File: src/rtl/imem_run_ctrl.sv
// Program loader and run sequencer: host streams a program into an internal
// instruction store, then the block resets the core, serves inst from pc and
// gates pc_en for a bounded number of cycles, with pause and single-step.
// Latency: store write one clock after handshake; inst is combinational from
// pc; pc_en/err registered, so they follow their triggering input by one cycle.
// Backpressure: ld_ready is low while running and when the store is full.
// Ports:
//   clk, reset                 clock, synchronous active-high reset
//   ld_valid/ld_ready/ld_data/ld_last   program load handshake
//   start, halt, step, cyc_limit        run control pulses and cycle budget
//   pc, inst, pc_en, cpu_reset          core-facing instruction/enable/reset
//   busy, done, err, prog_len, cyc_count status
module imem_run_ctrl #(
  parameter int DEPTH = 64,
  parameter int AW    = 6,
  parameter int CW    = 16
) (
  input  logic          clk,
  input  logic          reset,
  input  logic          ld_valid,
  output logic          ld_ready,
  input  logic [31:0]   ld_data,
  input  logic          ld_last,
  input  logic          start,
  input  logic          halt,
  input  logic          step,
  input  logic [CW-1:0] cyc_limit,
  input  logic [31:0]   pc,
  output logic [31:0]   inst,
  output logic          pc_en,
  output logic          cpu_reset,
  output logic          busy,
  output logic          done,
  output logic          err,
  output logic [AW:0]   prog_len,
  output logic [CW-1:0] cyc_count
);

  typedef enum logic [2:0] {
    S_IDLE,
    S_LOAD,
    S_CLR,
    S_RUN,
    S_PAUSE,
    S_DONE
  } state_t;

  localparam logic [AW:0] FULL = (AW+1)'(DEPTH);

  state_t        state;
  logic [AW:0]   wr_ptr;
  logic [CW-1:0] limit;
  logic          clr_cnt;   // second CLR cycle marker
  logic [31:0]   store [DEPTH];

  logic          accept;
  logic [AW-1:0] wr_addr;
  logic [CW-1:0] cnt_inc;
  logic [29:0]   word_addr;
  logic          unused_pc_lsb;

  // Loading is allowed from IDLE and DONE (a DONE load starts a fresh program
  // at address 0) and in LOAD until the store fills up.
  assign ld_ready = !reset &&
                    ((state == S_IDLE) || (state == S_DONE) ||
                     ((state == S_LOAD) && (wr_ptr != FULL)));
  assign accept   = ld_valid && ld_ready;

  // The first word of a program always lands at address 0.
  assign wr_addr  = (state == S_LOAD) ? wr_ptr[AW-1:0] : '0;
  assign cnt_inc  = cyc_count + CW'(1);

  assign busy      = (state == S_CLR) || (state == S_RUN) || (state == S_PAUSE);
  assign done      = (state == S_DONE);
  assign cpu_reset = reset || (state == S_CLR);

  // Instruction serve: the full word address is compared against prog_len so
  // that out-of-range pcs read as NOP rather than aliasing into the store.
  assign word_addr     = pc[31:2];
  assign unused_pc_lsb = ^pc[1:0];
  assign inst = (busy && (word_addr < 30'(prog_len))) ? store[pc[AW+1:2]] : 32'h0;

  // Store is only written while not busy, so reads never collide with writes.
  always_ff @(posedge clk) begin
    if (accept) begin
      store[wr_addr] <= ld_data;
    end
  end

  always_ff @(posedge clk) begin
    if (reset) begin
      state     <= S_IDLE;
      wr_ptr    <= '0;
      prog_len  <= '0;
      cyc_count <= '0;
      limit     <= '0;
      clr_cnt   <= 1'b0;
      pc_en     <= 1'b0;
      err       <= 1'b0;
    end else begin
      err <= 1'b0;
      case (state)
        S_IDLE, S_DONE: begin
          if (accept) begin
            wr_ptr <= (AW+1)'(1);
            if (ld_last) begin
              prog_len <= (AW+1)'(1);
              state    <= S_IDLE;
            end else begin
              // Old program is being overwritten; invalidate it until last.
              prog_len <= '0;
              state    <= S_LOAD;
            end
          end else if (start) begin
            if ((prog_len == '0) || (cyc_limit == '0)) begin
              err <= 1'b1;
            end else begin
              limit     <= cyc_limit;
              cyc_count <= '0;
              clr_cnt   <= 1'b0;
              state     <= S_CLR;
            end
          end
        end

        S_LOAD: begin
          if (ld_valid && (wr_ptr == FULL)) begin
            // Host keeps pushing into a full store: keep what we have.
            err      <= 1'b1;
            prog_len <= FULL;
            state    <= S_IDLE;
          end else if (accept) begin
            wr_ptr <= wr_ptr + (AW+1)'(1);
            if (ld_last) begin
              prog_len <= wr_ptr + (AW+1)'(1);
              state    <= S_IDLE;
            end
          end
        end

        S_CLR: begin
          clr_cnt <= 1'b1;
          if (clr_cnt) begin
            state <= S_RUN;
            pc_en <= 1'b1;
          end
        end

        S_RUN: begin
          // pc_en is high for every RUN cycle; the final cycle beats halt.
          cyc_count <= cnt_inc;
          if (cnt_inc == limit) begin
            state <= S_DONE;
            pc_en <= 1'b0;
          end else if (halt) begin
            state <= S_PAUSE;
            pc_en <= 1'b0;
          end
        end

        S_PAUSE: begin
          // pc_en high here means this is a single-step execution cycle.
          if (pc_en) begin
            cyc_count <= cnt_inc;
          end
          if (pc_en && (cnt_inc == limit)) begin
            state <= S_DONE;
            pc_en <= 1'b0;
          end else if (start) begin
            state <= S_RUN;
            pc_en <= 1'b1;
          end else begin
            pc_en <= step;
          end
        end

        default: begin
          state <= S_IDLE;
          pc_en <= 1'b0;
        end
      endcase
    end
  end

endmodule

File: config.mk
export PLATFORM = sky130hd
export DESIGN_NAME = imem_run_ctrl
export DESIGN_NICKNAME = d
export VERILOG_FILES = /design/src/rtl/imem_run_ctrl.sv
export SDC_FILE = /design/constraint.sdc
export NUM_CORES = 2
export LEC_CHECK = 0
export CELL_PAD_IN_SITES_DETAIL_PLACEMENT = 1
export CELL_PAD_IN_SITES_GLOBAL_PLACEMENT = 1
export CORE_ASPECT_RATIO = 1.25
export CORE_MARGIN = 2
export CORE_UTILIZATION = 45
export DETAILED_ROUTE_END_ITERATION = 10
export HOLD_SLACK_MARGIN = 0.1
export PLACE_DENSITY_LB_ADDON = 0.15
export REMOVE_ABC_BUFFERS = 1
export SLEW_MARGIN = 40
export SYNTH_ARGS = -nofsm -noshare
export SYNTH_HDL_FRONTEND = slang
export SYNTH_SLANG_ARGS = --single-unit
File: constraint.sdc
create_clock -name clk -period 8.26 [get_ports clk]
set_input_delay 1.652 -clock clk [delete_from_list [all_inputs] [get_ports clk]]
set_output_delay 1.652 -clock clk [all_outputs]
set_load 0.03 [all_outputs]
* Word level (Yosys, flattened, before mapping)
Memory sizes are Yosys's and may differ from the RTL's. Cells that the tools add are included.
Storage, ports and cells: output and inout bits 61, memory bits (writable) 2048, input port bits 87, memories 1, register bits after elaboration 52, word-level logic and storage cells 112
Cells by class: $lt $le $gt $ge 1, bitwise operators 3, reductions and logical operators 28, add/subtract/negate cells 2, muxes and demuxes 47, eq/ne operators 22
Memories:
- store | depth 64, bits a word 32, read ports 1, clocked after memory_dff 0, write ports 1, line 54 | logic [31:0] store [DEPTH];
Operator list (count):
- 16-bit 2-to-1 mux | 4
- 7-bit 2-to-1 mux | 7
- 16-bit case mux with 3 select lines | 1
- 3-bit 2-to-1 mux | 11
- 32-bit 2-to-1 mux | 1
- 30-bit by 7-bit < comparator with 1-bit output | 1
- 7-bit case mux with 2 select lines | 2
- 16-bit by 1-bit adder with 16-bit output (second input constant) | 1
- 16-bit == test | 1
- 16-bit zero test | 1
- 1-bit 2-to-1 mux | 16
- 2-bit inequality test (second input constant) | 8
- 4-bit AND reduction | 4
- 3-bit case mux with 5 select lines | 1
- 3-bit by 2-bit inequality test with 1-bit output (second input constant) | 4
- 7-bit by 1-bit adder with 7-bit output (second input constant) | 1
- 7-bit == test (second input constant) | 1
- 7-bit zero test | 1
- 7-bit inequality test (second input constant) | 1
- 7-bit AND reduction | 1
- 3-bit by 2-bit == test with 1-bit output (second input constant) | 2
- 3-bit == test (second input constant) | 2
- 1-bit logical AND | 6
- 1-bit logical OR | 6
- other kinds (14) | 19

* Depth between registers and ports, before layout
depth after elaboration 8, depth in mapped cells 12, depth with buffers taken out 10

* Worst setup path before layout
OpenSTA, ideal clock, no wires.
kind input-to-reg, from input port reset, to memory store[15][0], enable pin, arrival time 5.225 ns, library setup time 0.461 ns, required time 7.799 ns, stages 5, setup slack 2.574 ns, buffers on the path 1, cell sequence clkbuf_1 -> or3_1 -> a21oi_1 -> nand2_1 -> nor3_1
Between the ends: cells in the longest elaborated chain, start to end 5
Ends and longest elaborated chain:
- from (decl) | line 19 | input logic reset,
- 1-bit zero test | line 64 | assign ld_ready = !reset &&
- 1-bit logical AND | line 64
- named net ld_ready | line 21 | output logic ld_ready,
- 1-bit logical AND | line 67 | assign accept = ld_valid && ld_ready;
- 1-bit 2-to-1 mux | line 85 | if (accept) begin
- 1-bit 2-to-1 mux (not written as such) | line 86 | store[wr_addr] <= ld_data;
- to (decl) | line 54
The timed path passes the listed nets, and every way through them passes these cells.

* Worst setup path after layout
from input port pc[3], to output port inst[20]
Between the ends: cells in the longest elaborated chain, start to end 3, elaborated cells on any way between the ends 4, those cells by class order compare: 1; mux: 1; reduce/logical: 1; memory: 1
Ends and longest elaborated chain:
- from (decl) | line 28 | input logic [31:0] pc,
- 30-bit by 7-bit < comparator with 1-bit output | line 81 | assign inst = (busy && (word_addr < 30'(prog_len))) ? store[pc[AW+1:2]] : 32'h0;
- 1-bit logical AND | line 81
- 32-bit 2-to-1 mux (*) | line 81
- to (decl) | line 29 | output logic [31:0] inst,
Every way passes the cells marked *; elsewhere a longest branch is shown, timed or not.

==> impl_metrics.ini <==
[sta]
worst_slew_pin_slew_ns = 0.9002
max_freq_mhz = 141.4
clock_skew_ns = 0.02338
slew_headroom = 0.3999
rsz0062_at_grt = false
hold_viol = 0
setup_viol = 0
fin_crit_sh = 0.8562
finalCriticalPeriod_ns = 7.072
slew_viol_final = 0
setup_tns_ns = 0

[cts]
post-cts-setup-buffers = 0
cts_resized = 0
cts-htree-levels = 4
cts_hold_buf = 0
cts_tree = done
numCtsBuffers = 197
insertion_delay_ns = 0.85
cts.sinks = 2100
root_buffer = clkbuf_16
clk_pin_slew_ns = 0.06
clockBufferDepth = 3

[placed_design]
hpwl_um = 132000
dpl_cell_area_um2 = 87390
place.gp.congestion = 0.8377
port_buffers = 145

[power_and_ir_drop]
power.switching_uw = 4674
intPower_uw = 17200
p_leak_uw = 0.02877
pwr-share-seq = 0.537
swShare = 0.2136
comb_power_share = 0.057
max-vdd-ir-drop_uv = 200.5
pwr-share-clk = 0.405
powerDensity_nw_per_um2 = 233.7

[setup_path]
cp-start-kind = primary input
worstPathRequired_ns = 6.61
path_class = primary input to primary output
cp.arrival_ns = 5.42
cp-end-kind = primary output
critPathMaxFanout = 81

[outcome]
status = completed

[finish]
final_cell_area_um2 = 93630
finish.utilization = 0.5213
seqCellArea_um2 = 62540
final_net_count = 3857
final_common_cell = edfxtp_1
multi_input_area_um2 = 18410
layout-drive-gt1-share = 0.3109
area_growth_pct = 15.18
final_cell_mix = edfxtp_1 (2048), mux4_2 (665), clkbuf_16 (201)
final.fill_count = 15300

[global_route]
grt_pass1_wl_um = 318100
gr-usage-all-layers = 0.2481
grt_overflow_total = 0
first_global_vias = 41130
grt_max_degree = 96
antenna_found_initial = 16

[floorplan]
core_um2 = 179600
die_y_um = 479.2
start_util = 0.4526
die_area_um2 = 184100
ios = 148
fp-row-count = 174
fp.dieW_um = 384.1

[logic_synthesis]
ys_top_cells_by_area = edfxtp_1 (76%), mux4_2 (18%), dfxtp_1 (1.3%), nor2_1 (0.56%), clkbuf_1 (0.47%)
synth-edff-count = 2048
yosysTopAreaCellShare = 0.7566
synth-async-reset-ratio = 0
ys_ff_latch = 2100
synthFlopType = edfxtp_1
syn_inst = 3439
netlist_area_um2 = 81290
synth_warnings = 0
yosys.area.top_type = edfxtp_1
synth.distinct_cells = 66
synth_area_per_cell_um2 = 23.64
ys_seq_area_frac = 0.7694

[routing]
post_drt_via_cell_ratio = 6.197
postRouteAntennaNets = 0
totalWireLength_um = 225400
drtIter0Drc = 4066
routed-via-count = 39010
wl_per_cell_um = 35.80
drc = 0
firstDrtPassIters = 5

[min_path]
hold_class = register to register

[job]
cap_viol_max_count = 0
power by group through the flow:
stage               clock network, uW  logic, uW  registers (uW)
floorplan                           0        597           12000
global route                     9390       1340           11800
global placement                    0       1200           12000
detailed placement                  0       1270           12000
CTS                              9030       1270           11800
finish                           8870       1250           11800
Yosys cell counts (all sizes together) (6+ instances only):
cell    instances
xnor2          17
o21ai          21
edfxtp       2048
nor2b          40
buf            84
nand4          12
a211oi         22
dfxtp          52
nor3            7
inv            17
a21oi          26
mux2i          30
mux4          665
a21o            6
clkbuf        101
ha              9
nand2b          7
nand3          18
nor2          121
a31oi           9
nand2          46
a311oi         12
nor4           15
or3            10
final cells by class:
type	count	area share
repair buffers	308	0.03663
multi-input cells	1136	0.1966
well taps	2376	0.03175
flip-flops and latches	2100	0.6679
inverters	18	0.0007216
clock inverters	115	0.01100
clock buffers	241	0.05532
diodes	2	0.00005345
worst paths after layout:
kind                             from                  endpoint  slack (ns)  cells past startpoint
max                             pc[3]                  inst[20]        1.19                      8
max reg2reg     state[0]$_SDFFE_PP0P_    store[44][2]$_DFFE_PP_        3.86                      8
min          prog_len[3]$_SDFFE_PP0P_  prog_len[3]$_SDFFE_PP0P_        0.52                      2
min reg2reg  prog_len[3]$_SDFFE_PP0P_  prog_len[3]$_SDFFE_PP0P_        0.52                      2
through the flow:
step	total power, uW	cells	worst slack (ns)	hold WS [ns]
floorplan	12580	3254	2.506	0.4677
global placement	13190	5890	1.090	0.5015
detailed placement	13250	5938	1.145	0.5072
CTS	22060	6294	1.140	0.5241
global route	22480	6295	1.038	0.5446
finish	21880	6296	1.188	0.5166
cells by family (layout without fill, tap and decap cells):
kind of cell,Yosys count,count (layout),share of synthesized area
buffers and inverters,203,682,0.01047
adders and majority gates,9,9,0.001385
xor gates and xnor gates,21,21,0.002263
DFF,2100,2100,0.7694
and+or+nand+nor,291,291,0.01795
muxes,695,695,0.1879
AOI/OAI and AO/OA,120,120,0.01064
other,0,2,0
critical path, stage by stage:
cell	delay, ns
buf_8	0.31
buf_12	0.35
buf_16	0.42
mux4_2	0.39
mux4_2	0.58
mux4_2	0.56
nor2b_1	0.17
clkdlybuf4s50_1	0.62
metal layers:
metal | wire length, um | GRT usage | vias to the layer above
met5 | 55 | 0 | -
met3 | 15480 | 0.04613 | 304
met4 | 6298 | 0.07007 | 8
li1 | - | - | 15450
met2 | 113700 | 0.4096 | 1541
met1 | 89930 | 0.3393 | 21710
sequential cells by signal, indices dropped and copies added (netlist names), 3 cells and up:
| signal | cells |
|---|---|
| wr_ptr | 7 |
| limit | 16 |
| prog_len | 7 |
| state | 3 |
| store | 2048 |
| cyc_count | 16 |
Note: power is estimated with default switching activity, not from simulation.
